$ cat src/rtl/gin_stream_tagger.sv
// gin_stream_tagger: feeds the global input network's data and tags FIFO pair.
// Each accepted stream word is written to the data FIFO while its
// (row_tag, col_tag) multicast address is written to the tags FIFO in the
// same cycle. Tags follow a row/column sweep that is repeated for N passes.
// Optional build macro GIN_TAGGER_PERF_EN adds a saturating backpressure
// stall counter on output stall_cycles.
module gin_stream_tagger #(
  parameter int DATA_WIDTH    = 64,
  parameter int ROW_TAG_WIDTH = 4,
  parameter int COL_TAG_WIDTH = 4,
  parameter int PASS_WIDTH    = 8
) (
  input  logic                     clk,
  input  logic                     reset,
  input  logic                     start,
  input  logic [ROW_TAG_WIDTH-1:0] cfg_row_base,
  input  logic [ROW_TAG_WIDTH-1:0] cfg_num_rows,
  input  logic [COL_TAG_WIDTH-1:0] cfg_col_base,
  input  logic [COL_TAG_WIDTH-1:0] cfg_num_cols,
  input  logic [PASS_WIDTH-1:0]    cfg_num_passes,
  input  logic [DATA_WIDTH-1:0]    s_data,
  input  logic                     s_valid,
  output logic                     s_ready,
  output logic [DATA_WIDTH-1:0]    data_in,
  output logic [ROW_TAG_WIDTH-1:0] row_tag,
  output logic [COL_TAG_WIDTH-1:0] col_tag,
  output logic                     data_wr_en,
  output logic                     tags_wr_en,
  input  logic                     data_full,
  input  logic                     tags_full,
  output logic                     busy,
  output logic                     done
`ifdef GIN_TAGGER_PERF_EN
  ,
  output logic [15:0]              stall_cycles
`endif
);

  typedef enum logic [1:0] {IDLE, RUN, DONE} state_t;

  state_t                   state_q, state_d;
  logic [ROW_TAG_WIDTH-1:0] row_base_q, row_base_d;
  logic [ROW_TAG_WIDTH-1:0] num_rows_q, num_rows_d;
  logic [COL_TAG_WIDTH-1:0] col_base_q, col_base_d;
  logic [COL_TAG_WIDTH-1:0] num_cols_q, num_cols_d;
  logic [PASS_WIDTH-1:0]    num_passes_q, num_passes_d;
  logic [ROW_TAG_WIDTH-1:0] row_idx_q, row_idx_d;
  logic [COL_TAG_WIDTH-1:0] col_idx_q, col_idx_d;
  logic [PASS_WIDTH-1:0]    pass_idx_q, pass_idx_d;
  logic                     accept;
  logic                     last_col, last_row, last_pass;

  // Handshake and FIFO-facing outputs; a single accept drives both write
  // enables so the two FIFOs can never drift apart in occupancy.
  always_comb begin
    s_ready    = (state_q == RUN) & ~data_full & ~tags_full;
    accept     = s_valid & s_ready;
    data_wr_en = accept;
    tags_wr_en = accept;
    data_in    = s_data;
    row_tag    = row_base_q + row_idx_q;
    col_tag    = col_base_q + col_idx_q;
    busy       = (state_q != IDLE);
    done       = (state_q == DONE);
    last_col   = (col_idx_q == num_cols_q - COL_TAG_WIDTH'(1));
    last_row   = (row_idx_q == num_rows_q - ROW_TAG_WIDTH'(1));
    last_pass  = (pass_idx_q == num_passes_q - PASS_WIDTH'(1));
  end

  // Next-state logic: config capture on start, then the nested
  // column/row/pass sweep that advances only on an accepted word.
  always_comb begin
    state_d      = state_q;
    row_base_d   = row_base_q;
    num_rows_d   = num_rows_q;
    col_base_d   = col_base_q;
    num_cols_d   = num_cols_q;
    num_passes_d = num_passes_q;
    row_idx_d    = row_idx_q;
    col_idx_d    = col_idx_q;
    pass_idx_d   = pass_idx_q;
    case (state_q)
      IDLE: begin
        if (start) begin
          row_base_d   = cfg_row_base;
          num_rows_d   = (cfg_num_rows == '0) ? ROW_TAG_WIDTH'(1) : cfg_num_rows;
          col_base_d   = cfg_col_base;
          num_cols_d   = (cfg_num_cols == '0) ? COL_TAG_WIDTH'(1) : cfg_num_cols;
          num_passes_d = cfg_num_passes;
          row_idx_d    = '0;
          col_idx_d    = '0;
          pass_idx_d   = '0;
          state_d      = (cfg_num_passes != '0) ? RUN : DONE;
        end
      end
      RUN: begin
        if (accept) begin
          col_idx_d = col_idx_q + COL_TAG_WIDTH'(1);
          if (last_col) begin
            col_idx_d = '0;
            row_idx_d = row_idx_q + ROW_TAG_WIDTH'(1);
            if (last_row) begin
              row_idx_d  = '0;
              pass_idx_d = pass_idx_q + PASS_WIDTH'(1);
              if (last_pass) begin
                pass_idx_d = '0;
                state_d    = DONE;
              end
            end
          end
        end
      end
      DONE: begin
        state_d = IDLE;
      end
      default: begin
        state_d = IDLE;
      end
    endcase
  end

  // State, latched config and sweep counters; reset abandons any sweep.
  always_ff @(posedge clk) begin
    if (reset) begin
      state_q      <= IDLE;
      row_base_q   <= '0;
      num_rows_q   <= '0;
      col_base_q   <= '0;
      num_cols_q   <= '0;
      num_passes_q <= '0;
      row_idx_q    <= '0;
      col_idx_q    <= '0;
      pass_idx_q   <= '0;
    end else begin
      state_q      <= state_d;
      row_base_q   <= row_base_d;
      num_rows_q   <= num_rows_d;
      col_base_q   <= col_base_d;
      num_cols_q   <= num_cols_d;
      num_passes_q <= num_passes_d;
      row_idx_q    <= row_idx_d;
      col_idx_q    <= col_idx_d;
      pass_idx_q   <= pass_idx_d;
    end
  end

`ifdef GIN_TAGGER_PERF_EN
  logic [15:0] stall_cnt_q, stall_cnt_d;

  // Count RUN cycles where a word is offered but a full FIFO blocks it.
  always_comb begin
    stall_cnt_d = stall_cnt_q;
    if ((state_q == IDLE) && start) begin
      stall_cnt_d = '0;
    end else if ((state_q == RUN) && s_valid && !s_ready && (stall_cnt_q != 16'hFFFF)) begin
      stall_cnt_d = stall_cnt_q + 16'd1;
    end
  end

  // Stall counter register.
  always_ff @(posedge clk) begin
    if (reset) begin
      stall_cnt_q <= '0;
    end else begin
      stall_cnt_q <= stall_cnt_d;
    end
  end

  assign stall_cycles = stall_cnt_q;
`endif

endmodule

$ cat config.mk
export PLATFORM = sky130hd
export DESIGN_NAME = gin_stream_tagger
export DESIGN_NICKNAME = d
export VERILOG_FILES = /design/src/rtl/gin_stream_tagger.sv
export SDC_FILE = /design/constraint.sdc
export NUM_CORES = 1
export LEC_CHECK = 0
export CORE_MARGIN = 2
export CORE_UTILIZATION = 35
export CTS_CLUSTER_SIZE = 16
export DETAILED_ROUTE_END_ITERATION = 7
export PLACE_DENSITY = 0.82
export SLEW_MARGIN = 15
export SYNTH_ARGS = -nofsm -noshare
export SYNTH_HDL_FRONTEND = slang
export SYNTH_SLANG_ARGS = --single-unit
$ cat constraint.sdc
create_clock -name clk -period 2 [get_ports clk]
set_input_delay 0.2 -clock clk [delete_from_list [all_inputs] [get_ports clk]]
set_output_delay 0.2 -clock clk [all_outputs]
set_load 0.02 [all_outputs]
### After elaboration in Yosys (flattened, before gate mapping)

Index checks and enable logic that the tools add are counted.

* equal/unequal tests: 10
* $add $sub $neg: 8
* reductions and logical operators: 11
* muxes and demuxes: 23
* bitwise logic cells: 5

Operators by type and width (count)
* 8-bit 2-to-1 mux: 5
* 4-bit 2-to-1 mux: 8
* 4-bit one-hot mux with 2 select lines: 2
* 8-bit one-hot mux with 2 select lines: 1
* 2-bit 2-to-1 mux: 6
* 2-bit inequality test, second input constant: 5
* 5-bit AND reduction: 2
* 4-bit by 1-bit adder with 4-bit output, second input constant: 2
* 4-bit adder: 2
* 8-bit by 1-bit adder with 8-bit output, second input constant: 1
* 4-bit == test: 2
* 8-bit == test: 1
* 4-bit logical NOT: 2
* 8-bit nonzero test: 1
* 4-bit by 1-bit subtractor with 4-bit output, second input constant: 2
* 8-bit by 1-bit subtractor with 8-bit output, second input constant: 1
* 2-bit one-hot mux with 2 select lines: 1
* 4-bit AND reduction: 1
* 2-bit nonzero test: 2
* 1-bit bitwise AND: 3
* 3-bit AND reduction: 1
* 2-bit by 1-bit == test with 1-bit output, second input constant: 1
* 2-bit == test, second input constant: 1
* 2-bit logical NOT: 1
* 2 further kinds: 3

* word-level logic and storage cells: 66
* register bits after elaboration: 42
* output and inout bits: 77
* input bits: 94

### Longest topological paths before layout

Gate-level depths: netlist of run 1.

* word-level depth: 7
* depth in mapped cells: 9
* gate-level depth less buffers: 8

### Worst setup path before layout of run 1

Ideal clock, no wire load.

* kind: register -> register
* start: register num_passes_q[0]
* end: register pass_idx_q[0]
* path slack: 0.124 ns
* required time: 1.868 ns
* library setup time: 0.132 ns
* clock period less this slack: 1.876 ns
* stages on the path, launching flop included: 8
* path buffers: 0
* data arrival time: 1.744 ns
* cells stage by stage: dfxtp_1 inv_1 ha_1 a31o_2 a2111oi_2 o211ai_2 a21oi_4 nor3_1

* cells in the longest elaborated chain, start to end: 7

RTL lines
* from (decl): RTL line 46 `logic [PASS_WIDTH-1:0] num_passes_q, num_passes_d;`
* from (signal assigned): RTL line 140 `num_passes_q <= num_passes_d;`
* 8-bit by 1-bit subtractor with 8-bit output: RTL line 67 `last_pass = (pass_idx_q == num_passes_q - PASS_WIDTH'(1));`
* 8-bit == test: RTL line 67
* 8-bit 2-to-1 mux: RTL line 105 `if (last_pass) begin`
* 8-bit 2-to-1 mux: RTL line 102 `if (last_row) begin`
* 8-bit 2-to-1 mux: RTL line 99 `if (last_col) begin`
* 8-bit 2-to-1 mux: RTL line 97 `if (accept) begin`
* 8-bit one-hot mux with 2 select lines: RTL line 82 `case (state_q)`
* to (signal assigned): RTL line 143 `pass_idx_q <= pass_idx_d;`
* to (decl): RTL line 49 `logic [PASS_WIDTH-1:0] pass_idx_q, pass_idx_d;`

No other way between the ends. The select of a mux whose other input is x is not followed.
A chain may end at the register's enable or synchronous reset.

### Worst setup path in the final report of run 1

* start: register num_rows_q[1]
* end: register row_idx_q[3]

* cells in the longest elaborated chain, start to end: 6

RTL lines
* from (decl): RTL line 43 `logic [ROW_TAG_WIDTH-1:0] num_rows_q, num_rows_d;`
* from (signal assigned): RTL line 137 `num_rows_q <= num_rows_d;`
* 4-bit by 1-bit subtractor with 4-bit output: RTL line 66 `last_row = (row_idx_q == num_rows_q - ROW_TAG_WIDTH'(1));`
* 4-bit == test: RTL line 66
* 4-bit 2-to-1 mux: RTL line 102
* 4-bit 2-to-1 mux: RTL line 99
* 4-bit 2-to-1 mux: RTL line 97
* 4-bit one-hot mux with 2 select lines: RTL line 82
* to (signal assigned): RTL line 141 `row_idx_q <= row_idx_d;`
* to (decl): RTL line 47 `logic [ROW_TAG_WIDTH-1:0] row_idx_q, row_idx_d;`

No other way between the ends. The select of a mux whose other input is x is not followed.

==> results of run 1 <==
## worst reg2reg max path: stages, from the launching register on
cell and delay (ns):
dfxtp_2 0.36, inv_2 0.05, ha_4 0.15, xnor2_2 0.12, xnor2_1 0.14, o41ai_2 0.37
buf_4 0.23, and2b_2 0.26, a22oi_2 0.15, nor2_1 0.05
## cells by family (layout without fill, tap and decap cells)
logic type,Yosys count,in the layout,synth area share [%]
DFF,42,42,28.4
and+or+nand+nor,120,120,21.0
xor gates and xnor gates,35,35,10.9
buffers and inverters,95,93,20.7
AOI/OAI and AO/OA,55,55,12.6
adders and majority gates,14,14,6.42
## worst max-delay path by stage
stage                    end
2_1_floorplan  pass_idx_q[0]
3_3_place_gp   pass_idx_q[4]
3_5_place_dp   pass_idx_q[7]
4_1_cts        pass_idx_q[0]
5_1_grt         row_idx_q[3]
6_report        row_idx_q[3]
## registers in the layout (all words and copies together), names as in the netlist
signal / flops
col_base_q: 4
col_idx_q: 4
num_cols_q: 4
num_passes_q: 8
num_rows_q: 4
pass_idx_q: 8
row_base_q: 4
row_idx_q: 4
state_q: 2
## per-stage QoR
| step | setup slack [ns] | area, µm² | hold slack [ns] | util, % |
|---|---|---|---|---|
| detailed placement | 0.00191 | 3110 | 0.400 | 37.8 |
| global route | -0.131 | 3390 | 0.400 | 41.3 |
| CTS | 0.00645 | 3220 | 0.400 | 39.2 |
| finish | -0.0182 | 3390 | 0.400 | 41.3 |
| floorplan | 0.124 | 2960 | 0.336 | - |
| global placement | 0.0835 | 3110 | 0.400 | 37.8 |
## power groups by stage
stage | logic (mW) | clock network, mW | registers (mW)
2_1_floorplan | 0.496 | 0 | 0.928
3_3_place_gp | 0.478 | 0 | 0.932
3_5_place_dp | 0.492 | 0 | 0.934
4_1_cts | 0.495 | 0.689 | 0.915
5_1_grt | 0.612 | 0.724 | 0.926
6_report | 0.556 | 0.679 | 0.919
## metal layers
layer / wire, µm / up-vias
met2: 3290 / 66
met3: 314 / 18
met1: 2510 / 1111
met4: 173 / 0
li1: - / 1139
met5: 0 / -
## cell usage after synthesis, drive strengths merged
master,n,area [µm²]
a21o,3,22.5
xor3,1,23.8
buf,70,521
ha,12,150
o21bai,1,7.51
nand3,8,40.0
nand3b,1,7.51
a211oi,2,15.0
nor4,3,18.8
o41ai,1,16.3
and3,2,12.5
a31oi,1,6.26
o21ai,5,25.0
o31ai,1,7.51
nor3,21,131
and2b,3,25.0
a2111oi,1,15.0
and2,4,26.3
dfxtp,42,841
and4,2,17.5
nand2,54,203
nor3b,1,7.51
a221o,1,10.0
nor4b,1,23.8
fa,2,40.0
o311ai,1,8.76
inv,17,63.8
nor2,9,33.8
nand2b,3,18.8
nand4,5,31.3
or2,2,12.5
a21oi,31,178
clkbuf,8,30.0
o211ai,2,20.0
a2bb2oi,1,8.76
xor2,14,123
a22oi,1,7.51
nand4bb,1,11.3
xnor2,20,175
a41oi,1,8.76
a31o,2,17.5
## cell type report
type	count	area, µm²	share of cell area (%)
Timing Repair Buffer	68	599	17.7
Sequential cell	42	852	25.1
Multi-Input combinational cell	224	1630	48.2
Clock buffer	6	72.6	2.14
Clock inverter	2	37.5	1.11
Inverter	17	63.8	1.88
Tap cell	105	131	3.87
## timing repair
action / CTS / global route
gates resized for setup: 12 / 47
setup buffers: 0 / 6
setup endpoints to repair: 15 / 21
gates cloned: 0 / 1
pin swaps: 3 / 15
==> summary.md, run 1 <==
| Metric | Value |
|---|---|
| TritonCTS clock tree | `yes` |
| Final cell count without fillers | `about 460` |
| Switching power | `about 0.63 mW` |
| Worst path max stage delay | `approximately 0.37 ns` |
| GRT met2 Usage | `25.5%` |
| Critical R2R Launch | `num_rows_q[1]` |
| RSZ-0062 raised after global routing | `yes` |
| Slew Limit Fails | `0` |
| # IOs | `between 150 and 200` |
| Area grow syn2layout | `14.5%` |
| Setup-failing EPs final | `2` |
| Residual DRC | `0` |
| Met3 usage | `3.92%` |
| Crit path max-delay cell type | `o41ai_2` |
| Worst hold path stage count | `0` |
| Yosys cell types | `51` |
| Row count | `33` |
| CTS Root Cell | `clkbuf_8` |
| Status | `complete, but fails checks` |
| H-Tree Depth | `2` |
| Critical path startpoint | `num_rows_q[1]` |
| Overflow after GRT | `0` |
| 1st-iter DRT viols | `89` |
| Total Power | `approximately 2.2 mW` |
| TritonCTS Buffers | `5` |
| Avg Cell Area, Syn | `between 8 and 9 µm²` |
| Syn Nets | `~470` |
| Hold worst-path end | `data_in[24]` |
| Initial antenna violation count | `0` |
| Global Route Usage Sum | `around 14%` |
| DP HPWL | `~4.6 mm` |
| Critical path class | `register to register` |
| Skew-Pair Late Insertion Delay | `0.31 ns` |
| Maximum operating frequency | `between 0.4 and 0.5 GHz` |
| Switch share | `29.0%` |
| Crit start category | `register` |
| Die height | `roughly 96 µm` |
| Initial core utilization | `between 30 and 40%` |
| Final net count | `about 470` |
| Flop pwr share | `42.7%` |
| FF+latch count, synth | `42` |
| WL final | `~6.3 mm` |
| Number of global-route vias before repair | `2303` |
| CTS sink cnt | `42` |
| Setup crit end kind | `register` |
| GP Congestion | `~0.91` |
| Chip width | `between 90 and 100 µm` |
| Cell internal pwr | `1.53 mW` |
| Diode count | `0` |
| Clock skew | `0.0159 ns` |
| Tcrit/Tclk final | `101%` |
| Maxcap violations | `0` |
| Cell area power density | `635 nW/µm²` |
| Detail Route Antenna Nets | `0` |
| Via/cell ratio | `around 5.0` |
| Crit path max fanout | `6` |
| CP Buf/Inv Count | `2` |
| Die area | `approximately 9000 µm²` |
| Failing checks | `setup timing` |
| Fin crit period | `2.02 ns` |
| Most frequent cells in the layout | `nand2_1, dfxtp_1, clkdlybuf4s50_1, a21oi_1, buf_4` |
| # hold bufs at CTS | `0` |
| CTS Buffer Depth | `2` |
| Fin worst setup slack | `-0.0182 ns` |
| Critical-path cell list | `inv_2, ha_4, xnor2_2, xnor2_1, o41ai_2, buf_4, and2b_2, a22oi_2, nor2_1` |
| Leakage | `1.30 nW` |
| First-pass GRT wire length | `10.1 mm` |
| Filler instances | `768` |
| Combinational fraction of design power | `about a quarter` |
| Top delay family on crit path | `compound AO/OA/AOI/OAI gates` |
| Layout cells sized above 1 | `23.4%` |
| R2r worst-path depth | `9` |
| Port Buffers | `42` |
| Rel. slew slack | `roughly 68%` |
| Mapped Area | `slightly below 3000 µm²` |
| Final hold vios | `0` |
| Busiest grt layer | `met2` |
| WP depth | `9` |
| Setup total negative slack | `-0.0190 ns` |
| Hold/Removal Path Class | `input port to output port` |
| Average routed wire per standard cell | `13.6 µm` |
| Commonest non-fill, non-tap cell in the layout | `nand2_1` |
| Vias | `approximately 2300` |
| Critical Path AT | `2.19 ns` |
| Worst-path clk slew | `~0.08 ns` |
| Required time worst endpoint | `2.17 ns` |
| Power share of the clock group | `roughly a third` |
| Worst ir drop on vdd | `between 0.3 and 0.4 mV` |
| Worst-Margin Slew | `between 0.4 and 0.5 ns` |
| TritonRoute pass-1 iters | `4` |
| Cell total after placement | `roughly 450` |
| Core box area | `8220 µm²` |
| Synth Warn # | `0` |
| Register area share after synthesis | `28.4%` |
| R2r endpoint | `row_idx_q[3]` |
| Largest net degree at the start of global routing | `43` |
| Met1 Track Usage GR | `between 10 and 15%` |
| R2R Setup Slk | `-0.02 ns` |
| Cells after synthesis | `361` |
| Start point of the worst hold path | `s_data[24]` |
Power figures use the tool's default switching activity.
==> inputs of run 2 (changes only) <==
CORE_UTILIZATION = 36   (was 35)
CTS_BUF_LIST = sky130_fd_sc_hd__clkbuf_8   (was default)
PLACE_DENSITY = 0.84   (was 0.82)
==> run 2 against run 1 <==
  * The run now ends clean
  * Flip-flop and latch count is the same
  * Critical path depth fell by 2
  * Sequential power hardly changed
  * Register-to-register slack improved by 0.04 ns
  * Setup slack improved by 0.036 ns
==> summary.md, run 2 (same netlist as run 1, synthesis figures left out) <==
| Metric | Value |
|---|---|
| Skew-Pair Late Insertion Delay | `0.29 ns (-0.02 ns)` |
| Worst hold path stage count | `0 (unchanged)` |
| Setup total negative slack | `0 ns (+0.0190 ns)` |
| Residual DRC | `0 (unchanged)` |
| R2r worst-path depth | `7 (-2)` |
| Crit path max-delay cell type | `a2111oi_4` |
| Setup-failing EPs final | `0 (-2)` |
| Maxcap violations | `0 (unchanged)` |
| Total Power | `2.10 mW (-2.5%)` |
| Initial antenna violation count | `0 (unchanged)` |
| Die height | `94.7 µm (-1.3%)` |
| Dpl cell area | `3100 µm² (-0.24%)` |
| TritonCTS Buffers | `5 (unchanged)` |
| Number of global-route vias before repair | `2321 (+0.78%)` |
| Average routed wire per standard cell | `13.8 µm (+1.8%)` |
| Critical R2R Launch | `num_passes_q[0]` |
| Crit path max fanout | `7 (+1)` |
| Most frequent cells in the layout | `nand2_1, clkdlybuf4s50_1, dfxtp_1, a21oi_1` |
| Via/cell ratio | `4.96 (-1.4%)` |
| Chip width | `94.7 µm (-1.3%)` |
| Detail Route Antenna Nets | `0 (unchanged)` |
| Initial core utilization | `36.6% (+0.55 points)` |
| Setup crit end kind | `register` |
| Overflow after GRT | `0 (unchanged)` |
| Slew Limit Fails | `0 (unchanged)` |
| GP Congestion | `0.835 (-8.6%)` |
| Row count | `33 (unchanged)` |
| Fin crit period | `1.98 ns (-0.0364 ns)` |
| Design area | `3340 µm² (-1.6%)` |
| Die area | `8970 µm² (-2.7%)` |
| Crit start category | `register` |
| R2R Setup Slk | `0.02 ns (+0.04 ns)` |
| Commonest non-fill, non-tap cell in the layout | `nand2_1` |
| Hold/Removal Path Class | `input port to output port` |
| Clock skew | `0.00497 ns (-0.0109 ns)` |
| Hold worst-path end | `data_in[0]` |
| Worst-Margin Slew | `0.476 ns (-0.00328 ns)` |
| Cell area power density | `629 nW/µm² (-0.89%)` |
| Rel. slew slack | `68.2% (+0.22 points)` |
| Final hold vios | `0 (unchanged)` |
| Largest registers | `num_passes_q (8), pass_idx_q (8)` |
| Area grow syn2layout | `12.7%` |
| Power share of the clock group | `30.1% (-1.4 points)` |
| Filler instances | `812 (+5.7%)` |
| Global Route Usage Sum | `13.8% (-0.21 points)` |
| RSZ-0062 raised after global routing | `yes` |
| Largest net degree at the start of global routing | `43 (unchanged)` |
| Final net count | `461 (-1.1%)` |
| Flop pwr share | `43.8% (+1.1 points)` |
| WL final | `6.34 mm (+0.75%)` |
| DP HPWL | `4.61 mm (+0.34%)` |
| Cell internal pwr | `1.50 mW (-2.0%)` |
| # IOs | `171 (unchanged)` |
| Tcrit/Tclk final | `99.1% (-1.8 points)` |
| R2r endpoint | `pass_idx_q[7]` |
| Switch share | `28.7% (-0.37 points)` |
| TritonCTS clock tree | `yes` |
| Leakage | `1.28 nW (-1.4%)` |
| Layout cells sized above 1 | `21.2% (-2.2 points)` |
| Critical Path AT | `2.14 ns (-0.05 ns)` |
| Vias | `2276 (-2.5%)` |
| Maximum operating frequency | `0.505 GHz (+1.8%)` |
| Diode count | `0 (unchanged)` |
| Port Buffers | `42 (unchanged)` |
| Worst-path clk slew | `0.08 ns (about the same)` |
| Critical path class | `register to register` |
| CTS Root Cell | `clkbuf_8` |
| First-pass GRT wire length | `10.2 mm (+0.41%)` |
| CTS sink cnt | `42 (unchanged)` |
| Switching power | `0.602 mW (-3.7%)` |
| TritonRoute pass-1 iters | `4 (unchanged)` |
| Combinational fraction of design power | `26.2% (+0.4 points)` |
| Required time worst endpoint | `2.16 ns (about the same)` |
| Core box area | `8090 µm² (-1.5%)` |
| Worst ir drop on vdd | `0.392 mV (+24%)` |
| Start point of the worst hold path | `s_data[0]` |
| Worst path max stage delay | `0.37 ns (about the same)` |
| Status | `finished, final reports clean` |
| Critical-path cell list | `inv_1, ha_2, a31o_2, a2111oi_4, o211ai_2, a21oi_4, nor3_1` |
| CTS Buffer Depth | `2 (unchanged)` |
| 1st-iter DRT viols | `96 (+7.9%)` |
| H-Tree Depth | `2 (unchanged)` |
-- run 2: timing repair --
| action | 4_1_cts | 5_1_grt |
|---|---|---|
| endpoints found under the setup margin | 11 | 21 |
| setup buffers | 2 | 1 |
| hold buffers | 0 | 0 |
| resized for setup | 10 | 40 |
| pin swaps | 1 | 15 |
| hold endpoints to repair | 0 | 0 |
-- run 2: per-stage QoR --
step           hold WS, ns  util (%)  setup WS (ns)  cells
2_1_floorplan        0.336         -          0.124    361
5_1_grt              0.400      41.2        -0.0900    459
4_1_cts              0.400      39.9         0.0153    458
3_5_place_dp         0.400      38.3         0.0109    448
3_3_place_gp         0.400      38.3         0.0671    448
6_report             0.400      41.2         0.0182    459
-- run 2: power groups by stage --
stage,Clock [mW],Sequential (mW),Combinational [mW]
after global placement,0,0.931,0.477
after global routing,0.696,0.926,0.596
after detailed placement,0,0.935,0.497
after floorplan,0,0.928,0.496
after CTS,0.648,0.916,0.507
final,0.631,0.920,0.549
-- run 2: final cells by class --
class	count	area, µm²	area share, %
clock buffer	8	110	3.30
inverter	17	63.8	1.91
multi-input combinational	224	1600	48.0
sequential	42	853	25.6
tap	105	131	3.94
timing repair buffer	63	578	17.3
-- run 2: per-layer routing --
| layer | vias up | global-route usage [%] | wire length [µm] |
|---|---|---|---|
| li1 | 1131 | - | - |
| met1 | 1074 | 15.2 | 2540 |
| met2 | 61 | 26.4 | 3380 |
| met3 | 10 | 2.71 | 345 |
| met4 | 0 | 4.11 | 74 |
| met5 | - | 0 | 0 |
-- run 2: critical path, delay by kind of cell (launching register included) --
family          cells  cell delay (ns)
compound gates      4             1.18
flops               1             0.33
fa+ha+maj           1             0.20
simple gates        1             0.09
buf+inv             1             0.04
-- run 2: worst max-delay path by stage --
stage	from	endpoint	slack [ns]	cells after the start
global route	num_passes_q[0]	pass_idx_q[7]	-0.09	7
finish	num_passes_q[0]	pass_idx_q[7]	0.02	7
detailed placement	num_passes_q[0]	pass_idx_q[2]	0.01	9
global placement	tags_full	row_idx_q[1]	0.07	8
floorplan	num_passes_q[0]	pass_idx_q[0]	0.12	7
CTS	num_passes_q[0]	pass_idx_q[7]	0.02	9
==> RTL edit 1: new RTL, flow settings as in run 1 <==
Change the parameter `ROW_TAG_WIDTH` from 4 to 3.
--- a/src/rtl/gin_stream_tagger.sv
+++ b/src/rtl/gin_stream_tagger.sv
@@ -8,3 +8,3 @@
   parameter int DATA_WIDTH    = 64,
-  parameter int ROW_TAG_WIDTH = 4,
+  parameter int ROW_TAG_WIDTH = 3,
   parameter int COL_TAG_WIDTH = 4,
Interface: changed (resized cfg_num_rows, cfg_row_base and row_tag); port bits go from 171 to 168. The function was not compared with the original's and may differ.
==> RTL edit 1 against run 1 <==
- wire length shrank 4.7%
- die area shrank 6.4%
- sequential cell count shrank 3
- clock power shrank 27%
- combinational power shrank 15%
- power shrank 16%
- final cell count shrank 2.8%
- area after synthesis shrank 6.6%
- design area shrank 6.8%
- global-route usage shrank 0.45 points
- first-iteration DRC count grew 130%
- largest cell class unchanged
- synthesized cell count shrank 3.3%
- worst setup slack gained 79 ps
==> RTL edit 1: results (changes against run 1) <==
Placement
  • I/O Buffers: 39 (was 42)
  • Cells after DPL: 439 (was 449)
  • Cell Area, Placed: 2920 sq um (was 3110 sq um)
  • GPL Wtd Cong: 0.835 (was 0.914)
  • Setup WS pre-CTS: -148 ps (was 1.91 ps)
  • Dpl hpwl: 4.32 mm (was 4.59 mm)

Logic synthesis
  • Post-synth cell types: 48 (was 51)
  • Most frequent cells after synthesis: buf_4, nand2_1, dfxtp_1 (unchanged)
  • Synthesized area per cell: 7.92 sq um (was 8.20 sq um)
  • Ys flop type: dfxtp_1 (unchanged)
  • Largest cells by area after synthesis: dfxtp_1, buf_4, nand2_1 (unchanged)
  • FFs w/ async S/R, synth: 0% (unchanged)
  • Yosys warns: 0 (unchanged)
  • Post-synthesis sequential area ratio: 28.2% (was 28.4%)

Clocking
  • Max H-tree Level: 2 (unchanged)
  • Num CTS Buffers: 5 (unchanged)
  • Clk root buf: clkbuf_8 (unchanged)
  • Max Root-Sink Buffers: 2 (unchanged)
  • CTS clk-pin slew, worst paths: 80 ps (about the same)
  • Latest clock arrival within the worst-skew pair: 290 ps (was 310 ps)

Power and ir drop
  • Sw Share: 29.6% (was 29.0%)
  • Peak VDD IR: 0.326 mV (was 0.317 mV)
  • LEAKAGE: 1.24 nW (was 1.30 nW)

Drt
  • DR vias/cell: 4.91 (was 5.03)
  • Vias after detailed routing: 2216 (was 2334)
  • Drt pass-1 iters: 4 (unchanged)
  • Average routed wire per standard cell: 13.3 microns (was 13.6 microns)
  • DRT iter0 DRCs: 201 (was 89)

Critical path
  • Reg2reg end: state_q[1] (was row_idx_q[3])
  • R2R Path Start: num_cols_q[0] (was num_rows_q[1])
  • Max FO, Critical Path: 7 (was 6)
  • Critical path arrival: 2140 ps (was 2190 ps)
  • CP Capture Type: flop (unchanged)
  • Worst Setup Path Type: reg -> reg (unchanged)
  • Worst R2R Path Depth: 9 (unchanged)

Finish
  • Biggest regs: num_passes_q x8, pass_idx_q x8 (unchanged)
  • Layout cells sized above 1: 20.9% (was 23.4%)
  • ANT cells: 0 (unchanged)
  • Final net count: 454 (was 466)

Global route
  • Largest net degree at the start of global routing: 36 (was 43)
  • Met2 Use GR: 23.0% (was 25.5%)
  • GR Util met3: 4.07% (was 3.92%)
  • Initial antenna violation count: 0 (unchanged)
  • Met1 Use GR: 15.8% (was 14.8%)
  • Wire length of the first global-routing pass: 9.48 mm (was 10.1 mm)
  • Total track usage: 13.5% (was 14.0%)

Hold path
  • Worst hold-check path type: in -> out (unchanged)

Outcome
  • Status: finished clean (was finished, violations left)

STA
  • Final Skew: 9.07 ps (was 15.9 ps)
  • Fmax achieved: 516 MHz (was 495 MHz)
  • Slew margin rel.: 70.7% (was 68.0%)
==> RTL edit 1: power groups by stage <==
stage / combinational [W] / sequential [W] / clock [W]
finish: 0.000470 / 0.000844 / 0.000499
global route: 0.000516 / 0.000848 / 0.000534
CTS: 0.000425 / 0.000841 / 0.000514
detailed placement: 0.000425 / 0.000858 / 0
global placement: 0.000414 / 0.000856 / 0
floorplan: 0.000434 / 0.000856 / 0
==> RTL edit 1: how the worst min path moves through the flow <==
stage               startpoint             to  slack [ps]  cells past startpoint
2_1_floorplan  cfg_num_rows[1]  num_rows_q[1]         340                      2
3_3_place_gp        s_data[12]    data_in[12]         400                      0
3_5_place_dp        s_data[12]    data_in[12]         400                      0
4_1_cts             s_data[12]    data_in[12]         400                      0
5_1_grt             s_data[18]    data_in[18]         400                      0
6_report            s_data[18]    data_in[18]         400                      0
==> RTL edit 1: stage by stage <==
| stage | hold slack (ps) | TNS (ps) |
|---|---|---|
| floorplan | 336 | 0 |
| global placement | 400 | -232 |
| detailed placement | 400 | -728 |
| CTS | 400 | -46.2 |
| global route | 400 | -209 |
| finish | 400 | 0 |
==> RTL edit 1: metal layers <==
metal	wire length [microns]	up-vias	part of all wire, %
met5	0	-	0
met4	137	0	2.3
met3	478	21	8.0
met2	2900	77	48
met1	2470	1034	41
li1	-	1084	-
==> RTL edit 1: kinds of logic after synthesis <==
logic type / count (synthesis) / synth area share [%]
flops: 39 / 28.2
compound gates: 52 / 11.4
simple gates: 125 / 22.8
xor+xnor: 28 / 9.37
buf+inv: 93 / 22.2
fa+ha+maj: 12 / 5.97
==> RTL edit 1: layout make-up <==
class	count	area, sq um
clock buffer	5	68.8
multi-input combinational	217	1480
sequential	39	786
tap	102	128
clock inverter	1	7.51
fill	773	4530
inverter	17	63.8
timing repair buffer	70	624
==> RTL edit 1: critical path: stages (launching register included) <==
cell and delay (ps):
dfxtp_2 330, inv_1 70, ha_4 280, xor2_2 120, nand3_2 130, o31ai_4 320
nand2_4 150, buf_6 160, buf_4 130, nor4_4 180
==> RTL edit 1: repair_timing <==
action                                  in CTS  in global routing
resized for setup                           10                 38
endpoints found under the setup margin       9                 15
buffers inserted                             1                  6
pin swaps                                    1                 16
==> RTL edit 2: new RTL, config.mk and constraints of run 1 <==
Without the edit above. Encoding of `state_t`: now one-hot (3 bits for 3 states).
--- a/src/rtl/gin_stream_tagger.sv
+++ b/src/rtl/gin_stream_tagger.sv
@@ -38,3 +38,3 @@
 
-  typedef enum logic [1:0] {IDLE, RUN, DONE} state_t;
+  typedef enum logic [2:0] {IDLE = 3'b001, RUN = 3'b010, DONE = 3'b100} state_t;
 
Function: no difference found for any inputs over 4 cycles, from zero or initial values and one cycle with reset high; so few cycles prove little.
==> RTL edit 2 against run 1 <==
- sequential cell count rose by 1
- die area barely moved
- power rose by 4.4%
- sequential power rose by 4.0%
- area after synthesis barely moved
- worst setup slack got worse by 88 ps
- sequential share of layout area fell by 0.75 points
- hold slack did not move
- the flow still finishes with violations (negative setup slack)
- design area rose by 5.2%
- global-route usage rose by 0.34 points
- largest cell class unchanged
- synthesized cell count rose by 2.5%
- wire length rose by 6.8%
==> RTL edit 2: results (changes against run 1) <==
Outcome
  • Status: finished, violations left (unchanged)
  • Failing checks: negative setup slack (unchanged)

Finish
  • Filler cells: 735 (was 768)
  • Final net count: 493 (was 466)
  • Layout cells sized above 1: 25.2% (was 23.4%)

Power and ir drop
  • LEAKAGE: 1.44 nW (was 1.30 nW)

Drt
  • Drt pass-1 iters: 5 (was 4)
  • DRT iter0 DRCs: 169 (was 89)
  • Average routed wire per standard cell: 13.7 microns (was 13.6 microns)
  • DR vias/cell: 5.05 (was 5.03)

STA
  • Finish-stage setup viols: 6 (was 2)
  • Worst Setup Slack, final: -106 ps (was -18.2 ps)

Logic synthesis
  • Largest cells by area after synthesis: dfxtp_1, buf_4, nand2_1 (unchanged)
  • Most frequent cells after synthesis: buf_4, nand2_1, dfxtp_1 (unchanged)
  • Synthesized area per cell: 8.01 sq um (was 8.20 sq um)
  • Adder-Cell Fraction of Synth Area: 6.42% (about the same)
  • XOR/XNOR share of the synthesized area: 10.0% (was 10.9%)
  • Post-synthesis mux area share: 0.675% (was 0%)
  • Post-synthesis sequential area ratio: 29.0% (was 28.4%)
  • Post-synth cell types: 49 (was 51)
  • Syn nets: 478 (was 469)

Critical path
  • Worst R2R Path Depth: 10 (was 9)
  • CP Capture Point: pass_idx_q[7] (was row_idx_q[3])
  • Reg2reg end: pass_idx_q[7] (was row_idx_q[3])
  • Critical path arrival: 2280 ps (was 2190 ps)

Global route
  • Wire length of the first global-routing pass: 10.5 mm (was 10.1 mm)
  • Vias in the first global route: 2433 (was 2303)
  • Largest net degree at the start of global routing: 23 (was 43)

Placement
  • Cell Area, Placed: 3270 sq um (was 3110 sq um)
  • GPL Wtd Cong: 0.909 (was 0.914)
  • Setup WS pre-CTS: -364 ps (was 1.91 ps)
  • Cells after DPL: 473 (was 449)
## RTL edit 2: changes by cell type after synthesis, sizes merged, moves of 3 or more
cell and change:
nand2 +5, a211oi +4, buf -4, clkbuf +4, nand3 -4, and2b -3
nand4 -3, nor3b +3, or4 +3
## RTL edit 2: cell families (layout without fill, tap and decap cells)
group,count (synthesis),after routing
compound gates,62,63
mux,2,2
buf+inv,97,111
fa+ha+maj,14,14
flops,43,43
simple gates,118,118
xor+xnor,34,34
## RTL edit 2: layout make-up
cell class	instances	area, sq um	area share (%)
Clock buffer	6	82.6	2.31
Timing Repair Buffer	85	732	20.5
Sequential cell	43	870	24.4
Multi-Input combinational cell	231	1680	47.0
Clock inverter	1	5.00	0.140
Tap cell	105	131	3.68
Inverter	19	71.3	2.00
## RTL edit 2: critical path, stage by stage, from the launching register on
cell and delay (ps):
dfxtp_2 350, inv_2 50, ha_4 270, xor2_2 140, nand2_2 90, nor4_4 240
buf_4 170, o21ai_4 70, buf_4 150, o31ai_1 330, a211oi_2 120
## RTL edit 2: worst min-delay path by stage
stage / end / startpoint / cells past startpoint / slack, ps
6_report: data_in[16] / s_data[16] / 0 / 400
5_1_grt: data_in[46] / s_data[46] / 0 / 400
4_1_cts: data_in[12] / s_data[12] / 0 / 400
3_5_place_dp: data_in[12] / s_data[12] / 0 / 400
3_3_place_gp: data_in[12] / s_data[12] / 0 / 400
2_1_floorplan: num_cols_q[1] / cfg_num_cols[1] / 2 / 330
## RTL edit 2: layer usage
metal,up-vias,global-route usage (%),routed length (microns)
met4,0,5.48,95
met5,-,0,0
li1,1204,-,-
met3,16,3.60,439
met1,1153,15.4,2630
met2,102,26.7,3550
## RTL edit 2: timing repair
action | 4_1_cts | 5_1_grt
hold buffers | 0 | 0
cloned | 0 | 1
endpoints found under the setup margin | 20 | 25
gates resized for setup | 23 | 31
pin swaps | 15 | 15
setup buffers | 8 | 2
## RTL edit 2: where the power goes
group / internal, W / switching (W)
logic: 0.000358 / 0.000364
registers: 0.000911 / 0.0000453
clock network: 0.000271 / 0.000298
## RTL edit 2: through the flow
stage | setup TNS, ps | util (%)
floorplan | -161 | -
global placement | -4140 | 39.8
detailed placement | -4440 | 39.8
CTS | -91.0 | 42.3
global route | -1270 | 43.4
finish | -203 | 43.4
